==> src/rtl/lc3_pkg.sv <==
// lc3_pkg: LC-3 types and constants shared by the fetch unit and control decoder
package lc3_pkg;
  typedef enum logic [1:0] {S_ADDR, S_REQ, S_LOAD, S_VALID} fetch_state_e;
  localparam logic [15:0] LC3_RESET_PC = 16'h3000;
  localparam logic [3:0] OP_ADD = 4'b0001;
  localparam logic [3:0] OP_AND = 4'b0101;
  localparam logic [3:0] OP_NOT = 4'b1001;
  localparam logic [3:0] OP_EXT = 4'b1011;
endpackage

==> src/rtl/lc3_fetch_unit_if.sv <==
// lc3_fetch_unit_if: memory read port, decoder handshake and PC redirect bundle
interface lc3_fetch_unit_if #(
  parameter int ADDR_WIDTH = 16,
  parameter int DATA_WIDTH = 16
);
  logic                  mem_req;
  logic [ADDR_WIDTH-1:0] mem_addr;
  logic [DATA_WIDTH-1:0] mem_rdata;
  logic                  mem_ready;
  logic [DATA_WIDTH-1:0] instruction;
  logic                  inst_valid;
  logic                  dec_ready;
  logic [ADDR_WIDTH-1:0] inst_pc;
  logic                  redirect_valid;
  logic [ADDR_WIDTH-1:0] redirect_pc;
  modport master (
    output mem_req, mem_addr, instruction, inst_valid, inst_pc,
    input  mem_rdata, mem_ready, dec_ready, redirect_valid, redirect_pc
  );
  modport slave (
    input  mem_req, mem_addr, instruction, inst_valid, inst_pc,
    output mem_rdata, mem_ready, dec_ready, redirect_valid, redirect_pc
  );
endinterface

==> src/rtl/lc3_pc_reg.sv <==
// lc3_pc_reg: program counter with async reset, priority load and wrapping increment
module lc3_pc_reg #(
  parameter int               WIDTH    = 16,
  parameter logic [WIDTH-1:0] RESET_PC = '0
) (
  input  logic             clk,
  input  logic             rst,
  input  logic             load_i,
  input  logic [WIDTH-1:0] load_pc_i,
  input  logic             inc_i,
  output logic [WIDTH-1:0] pc_o
);
  logic [WIDTH-1:0] pc_q, pc_d;
  always_comb pc_d = load_i ? load_pc_i : inc_i ? pc_q + WIDTH'(1) : pc_q;
  always_ff @(posedge clk or posedge rst)
    if (rst) pc_q <= RESET_PC;
    else     pc_q <= pc_d;
  assign pc_o = pc_q;
endmodule

==> src/rtl/lc3_fetch_unit.sv <==
// lc3_fetch_unit: LC-3 fetch front end owning PC/MAR/MDR/IR, with timeout retry and redirect
module lc3_fetch_unit
  import lc3_pkg::*;
#(
  parameter int                    ADDR_WIDTH = 16,
  parameter int                    DATA_WIDTH = 16,
  parameter logic [ADDR_WIDTH-1:0] RESET_PC   = ADDR_WIDTH'(LC3_RESET_PC),
  parameter int                    MAX_WAIT   = 255
) (
  input  logic                  clk,
  input  logic                  rst,
  lc3_fetch_unit_if.master      bus,
  output logic [ADDR_WIDTH-1:0] pc_o,
  output logic                  mar_le_o,
  output logic                  mdr_le_o,
  output logic                  pc_le_o,
  output logic                  ir_le_o,
  output logic                  fetch_err_o
);
  fetch_state_e          state_q, state_d;
  logic [ADDR_WIDTH-1:0] mar_q, mar_d, inst_pc_q, inst_pc_d;
  logic [DATA_WIDTH-1:0] mdr_q, mdr_d, ir_q, ir_d;
  logic [7:0]            cnt_q, cnt_d;
  logic                  mar_le, mdr_le, ir_le, pc_inc, err;
  logic [3:0]            le_q;
  logic                  err_q;
  lc3_pc_reg #(.WIDTH(ADDR_WIDTH), .RESET_PC(RESET_PC)) u_pc (
    .clk(clk), .rst(rst), .load_i(bus.redirect_valid), .load_pc_i(bus.redirect_pc),
    .inc_i(pc_inc), .pc_o(pc_o)
  );
  // Redirect pre-empts every state, so MDR/IR/PC+1 updates never happen alongside it
  always_comb begin
    state_d   = state_q;
    mar_d     = mar_q;
    mdr_d     = mdr_q;
    ir_d      = ir_q;
    inst_pc_d = inst_pc_q;
    cnt_d     = cnt_q;
    mar_le    = 1'b0;
    mdr_le    = 1'b0;
    ir_le     = 1'b0;
    pc_inc    = 1'b0;
    err       = 1'b0;
    if (bus.redirect_valid) state_d = S_ADDR;
    else case (state_q)
      S_ADDR: begin
        mar_d   = pc_o;
        mar_le  = 1'b1;
        cnt_d   = '0;
        state_d = S_REQ;
      end
      S_REQ:
        if (bus.mem_ready) begin
          mdr_d   = bus.mem_rdata;
          mdr_le  = 1'b1;
          state_d = S_LOAD;
        end else if (cnt_q == 8'(MAX_WAIT)) begin
          err     = 1'b1;
          state_d = S_ADDR;
        end else cnt_d = cnt_q + 8'd1;
      S_LOAD: begin
        ir_d      = mdr_q;
        inst_pc_d = mar_q;
        ir_le     = 1'b1;
        pc_inc    = 1'b1;
        state_d   = S_VALID;
      end
      S_VALID: state_d = bus.dec_ready ? S_ADDR : S_VALID;
      default: state_d = S_ADDR;
    endcase
  end
  always_ff @(posedge clk or posedge rst)
    if (rst) begin
      state_q   <= S_ADDR;
      mar_q     <= '0;
      mdr_q     <= '0;
      ir_q      <= '0;
      inst_pc_q <= '0;
      cnt_q     <= '0;
      le_q      <= '0;
      err_q     <= 1'b0;
    end else begin
      state_q   <= state_d;
      mar_q     <= mar_d;
      mdr_q     <= mdr_d;
      ir_q      <= ir_d;
      inst_pc_q <= inst_pc_d;
      cnt_q     <= cnt_d;
      le_q      <= {mar_le, mdr_le, bus.redirect_valid | pc_inc, ir_le};
      err_q     <= err;
    end
  assign bus.mem_req     = state_q == S_REQ;
  assign bus.mem_addr    = mar_q;
  assign bus.instruction = ir_q;
  assign bus.inst_valid  = state_q == S_VALID;
  assign bus.inst_pc     = inst_pc_q;
  assign {mar_le_o, mdr_le_o, pc_le_o, ir_le_o} = le_q;
  assign fetch_err_o     = err_q;
endmodule

==> src/flat_wrapper.sv <==
// flat-port wrapper written by rule: the top's interface ports become plain ports
module lc3_fetch_unit_flat import lc3_pkg::*;
#(
  parameter int                    ADDR_WIDTH = 16,
  parameter int                    DATA_WIDTH = 16,
  parameter logic [ADDR_WIDTH-1:0] RESET_PC   = ADDR_WIDTH'(LC3_RESET_PC),
  parameter int                    MAX_WAIT   = 255
)
  (clk, rst, pc_o, mar_le_o, mdr_le_o, pc_le_o, ir_le_o, fetch_err_o, bus_mem_req, bus_mem_addr, bus_instruction, bus_inst_valid, bus_inst_pc, bus_mem_rdata, bus_mem_ready, bus_dec_ready, bus_redirect_valid, bus_redirect_pc);
  lc3_fetch_unit_if #(.ADDR_WIDTH(ADDR_WIDTH), .DATA_WIDTH(DATA_WIDTH)) bus_i ();
  input  logic clk;
  input  logic rst;
  output logic [ADDR_WIDTH-1:0] pc_o;
  output logic mar_le_o;
  output logic mdr_le_o;
  output logic pc_le_o;
  output logic ir_le_o;
  output logic fetch_err_o;
  output wire logic [$bits(bus_i.mem_req)-1:0] bus_mem_req;
  output wire logic [$bits(bus_i.mem_addr)-1:0] bus_mem_addr;
  output wire logic [$bits(bus_i.instruction)-1:0] bus_instruction;
  output wire logic [$bits(bus_i.inst_valid)-1:0] bus_inst_valid;
  output wire logic [$bits(bus_i.inst_pc)-1:0] bus_inst_pc;
  input wire logic [$bits(bus_i.mem_rdata)-1:0] bus_mem_rdata;
  input wire logic [$bits(bus_i.mem_ready)-1:0] bus_mem_ready;
  input wire logic [$bits(bus_i.dec_ready)-1:0] bus_dec_ready;
  input wire logic [$bits(bus_i.redirect_valid)-1:0] bus_redirect_valid;
  input wire logic [$bits(bus_i.redirect_pc)-1:0] bus_redirect_pc;
  assign bus_mem_req = bus_i.mem_req;
  assign bus_mem_addr = bus_i.mem_addr;
  assign bus_instruction = bus_i.instruction;
  assign bus_inst_valid = bus_i.inst_valid;
  assign bus_inst_pc = bus_i.inst_pc;
  assign bus_i.mem_rdata = bus_mem_rdata;
  assign bus_i.mem_ready = bus_mem_ready;
  assign bus_i.dec_ready = bus_dec_ready;
  assign bus_i.redirect_valid = bus_redirect_valid;
  assign bus_i.redirect_pc = bus_redirect_pc;
  lc3_fetch_unit #(.ADDR_WIDTH(ADDR_WIDTH), .DATA_WIDTH(DATA_WIDTH), .RESET_PC(RESET_PC), .MAX_WAIT(MAX_WAIT)) u_core (.clk(clk), .rst(rst), .bus(bus_i), .pc_o(pc_o), .mar_le_o(mar_le_o), .mdr_le_o(mdr_le_o), .pc_le_o(pc_le_o), .ir_le_o(ir_le_o), .fetch_err_o(fetch_err_o));
endmodule
==> config.mk <==
export PLATFORM = sky130hd
export DESIGN_NAME = lc3_fetch_unit_flat
export DESIGN_NICKNAME = d
export VERILOG_FILES = /design/src/rtl/lc3_pkg.sv /design/src/rtl/lc3_fetch_unit_if.sv /design/src/rtl/lc3_pc_reg.sv /design/src/rtl/lc3_fetch_unit.sv /design/src/flat_wrapper.sv
export SDC_FILE = /design/constraint.sdc
export NUM_CORES = 1
export LEC_CHECK = 0
export ABC_AREA = 1
export BUFFER_PORTS_ARGS = -buffer_cell sky130_fd_sc_hd__buf_2
export CAP_MARGIN = 25
export CORE_MARGIN = 2
export CORE_UTILIZATION = 45
export CTS_BUF_LIST = sky130_fd_sc_hd__clkbuf_16
export CTS_CLUSTER_SIZE = 28
export DETAILED_ROUTE_END_ITERATION = 7
export PLACE_DENSITY = 0.7
export RECOVER_POWER = 50
export SETUP_SLACK_MARGIN = 0.2
export SYNTH_ARGS = -nofsm -noshare
export SYNTH_HDL_FRONTEND = slang
export SYNTH_SLANG_ARGS = --single-unit
==> constraint.sdc <==
create_clock -name clk -period 3.1 [get_ports clk]
set_input_delay 0.155 -clock clk [delete_from_list [all_inputs] [get_ports clk]]
set_output_delay 0.155 -clock clk [all_outputs]
set_load 0.02 [all_outputs]
==> reports/results.txt <==
clock skew -> 0.00664 ns
reg2reg start -> u_core.state_q[1]
Hold WC Path Type -> input pin to flop
Die Ht -> 101 um
fin area -> 0.00502 mm^2
final setup violating endpoints -> 0
Switch Pwr -> 1.61 mW
Required @ worst endpoint -> 3.49 ns
commonest non-fill, non-tap cell in the layout -> nand2_1
commonest cells after routing, fill and taps aside -> nand2_1 (254), dfrtp_1 (93), clkbuf_1 (70)
non-filler cells in the finished layout -> 741
Inst Count DP -> 724
post-synth top area share -> 55.5%
Reg2Reg Setup Slack -> 1.21 ns
Max-Cap Viols -> 0
VDD IR max -> 0.000319 V
PD cells -> 834 mW/mm^2
setup tns final -> 0 ns
Clock Latency Late Sink -> 0.35 ns
initial DRC count -> 169
Rows -> 35
arrival time worst endpoint -> 2.34 ns
Net Sw Frac -> 38.5%
Core ar. -> 0.00915 mm^2
initial antenna violation count -> 0
hold_sp -> bus_mem_rdata[14]
gr usage total -> 21.3%
first-pass GRT wire length -> 16.8 mm
Warnings, synthesis -> 0
slowest CP cell -> clkbuf_2
asr flop ratio synth -> 100%
Wirelength per Cell -> 13.7 um
Primary FF master, synth -> dfrtp_1
top post-synthesis cells by area -> dfrtp_1 (55%), nand2_1 (23%), nand3_1 (3.1%)
mapped cell area -> 0.00419 mm^2
clock buffer count from CTS -> 9
depth of the CTS H-tree -> 3
maximum fanout along the worst path -> 31
status -> finished clean
Clk pwr share -> 28.1%
crit-path cells -> dlygate4sd3_1 -> buf_2 -> clkinvlp_2 -> clkbuf_2
FMAX -> 514 MHz
Reg2Reg Capture Point -> u_core.mdr_q[9]
Hold Path Cell Cnt -> 3
GRT met1 Usage -> 30.4%
via count -> 3676
Initial Util -> 45.8%
largest stage delay on the critical path -> 0.76 ns
Synthesized Nets -> 559
total gr overflow -> 0
Pre-antenna DRT Iters -> 5
post-CTS sizing -> 0
clk buf depth -> 2
Avg Cell Area, Syn -> 8.07 um^2
Leak Pwr -> 2.55 nW
ANT cells -> 0
CP Class -> input pin to asynchronous set/reset pin
Num Clock Sinks -> 95
final hold violations -> 0
Worst Max-Slew Pin Slew -> 1.30 ns
Buffers on Ports -> 107
Yosys cell types -> 28
Max-slew headroom -> 12.7%
combinational share of power -> 27.3%
Final nets -> 664
fraction of layout cells with a size suffix above 1 -> 11.4%
clock-pin slew on the worst setup and hold paths -> 0.07 ns
Hold Path End -> u_core.mdr_q[14]
vias in the first global route -> 3424
M3 GR Usage -> 3.61%
number of synthesized flops with an enable pin -> 0
Setup crit end kind -> asynchronous set/reset pin
internal power -> 2.58 mW
Worst Setup Start Kind -> input pin
Die ar. -> 0.0101 mm^2
DP Wirelength -> 7.10 mm
GRT busiest layer -> met2
Slew Limit Fails -> 0
IO Pins -> 108
Tcrit/Tclk final -> 62.8%
RSZ-0062 raised after global routing -> no
Flop pwr share -> 44.7%
post-synthesis register bit count -> 95
met2 usage -> 32.5%
CTS root buf -> clkbuf_16
DP Area -> 0.00479 mm^2
worst r2r path cells -> 6
Cells after Synth -> 520
area delta synth->final -> 19.8%
final WL -> 10.2 mm
Seq/Total Area, Yosys -> 56.7%
antenna-violating nets left -> 0
TritonCTS clock tree -> done
die width -> 101 um
DRC Markers -> 0
Period minus WS final -> 1.95 ns
Routability Congestion -> 0.950
pin count of the biggest net entering global routing -> 45
post-synth top area cell -> dfrtp_1
via-per-instance ratio -> 4.96
## cells in the mapped netlist, types with 2 or more instances
cell / instances
inv_2: 7
nor2_1: 25
dfrtp_1: 93
o21ai_1: 17
nand4_1: 5
o211ai_1: 4
nand2_2: 2
nor2_4: 2
nand2_1: 254
buf_4: 4
a21oi_1: 5
inv_1: 32
nand3_1: 26
ha_1: 2
dfstp_2: 2
buf_2: 12
o21ai_0: 17
## routing by layer
metal	vias up	share of wire, %
li1	1850	-
met1	1692	47
met2	117	45
met3	17	5.4
met4	0	2.3
met5	-	0
## state kept, by name, indices dropped and copies added (netlist names)
| name | flops |
|---|---|
| u_core.bus.inst_pc | 16 |
| u_core.bus.instruction | 16 |
| u_core.bus.mem_addr | 16 |
| u_core.mdr_q | 16 |
| u_core.u_pc.pc_o | 16 |
| u_core.cnt_q | 8 |
| u_core.le_q | 4 |
| u_core.state_q | 2 |
| u_core.fetch_err_o | 1 |
## cells by family (layout without fill, tap and decap cells)
kind of cell             after synthesis  count (layout)  share of synthesized area [%]
adder cells (fa/ha/maj)                2               2                          0.597
flip-flops                            95              95                           56.7
AO/OA/AOI/OAI                         48              48                           6.27
buffers and inverters                 56             166                           5.91
AND/OR/NAND/NOR                      317             317                           30.1
XOR/XNOR                               2               2                          0.418
## power groups by stage
stage / Clock, mW / Sequential, mW / Combinational (mW)
3_5_place_dp: 0 / 1.88 / 1.23
6_report: 1.18 / 1.87 / 1.14
2_1_floorplan: 0 / 2.20 / 0.453
3_3_place_gp: 0 / 1.87 / 1.20
4_1_cts: 1.19 / 1.86 / 1.24
5_1_grt: 1.24 / 1.92 / 1.29
## critical path: cells and delay by family
family	cells	cell delay, ns
buffers and inverters	4	2.16
## area by class of cell
type,instances,area [um^2]
Inverter,39,148
Tap cell,111,139
Fill cell,893,4130
Clock buffer,9,225
Multi-Input combinational cell,369,1570
Timing Repair Buffer,111,478
Clock inverter,7,88.8
Sequential cell,95,2380
## metrics by stage
step                      utilization (%)  power, mW  setup slack [ns]  hold WS (ns)
final                                54.9       4.19              1.15       0.00923
after global routing                 54.9       4.45             0.790       0.00185
after CTS                            55.9       4.29              1.21       0.00238
after detailed placement             52.4       3.11              1.22         0.170
after global placement               52.4       3.07              1.33         0.165
after floorplan                         -       2.65             0.471         0.250
## worst max path at each step
stage / startpoint / end / slack, ns / depth (start not counted)
after floorplan: rst / u_core.bus.inst_pc[0] / 0.47 / 1
after global placement: u_core.state_q[1] / u_core.mdr_q[14] / 1.33 / 6
after detailed placement: u_core.state_q[1] / u_core.mdr_q[13] / 1.22 / 6
after CTS: u_core.state_q[1] / u_core.mdr_q[9] / 1.21 / 6
after global routing: rst / u_core.bus.inst_pc[5] / 0.79 / 4
final: rst / u_core.bus.inst_pc[5] / 1.15 / 4
## what timing repair did
action	CTS	global route
hold endpoints to repair	25	0
endpoints found under the setup margin	0	0
hold buffers	1	0
buffers inserted	0	0
No activity file was read; power rests on OpenSTA's default activity.
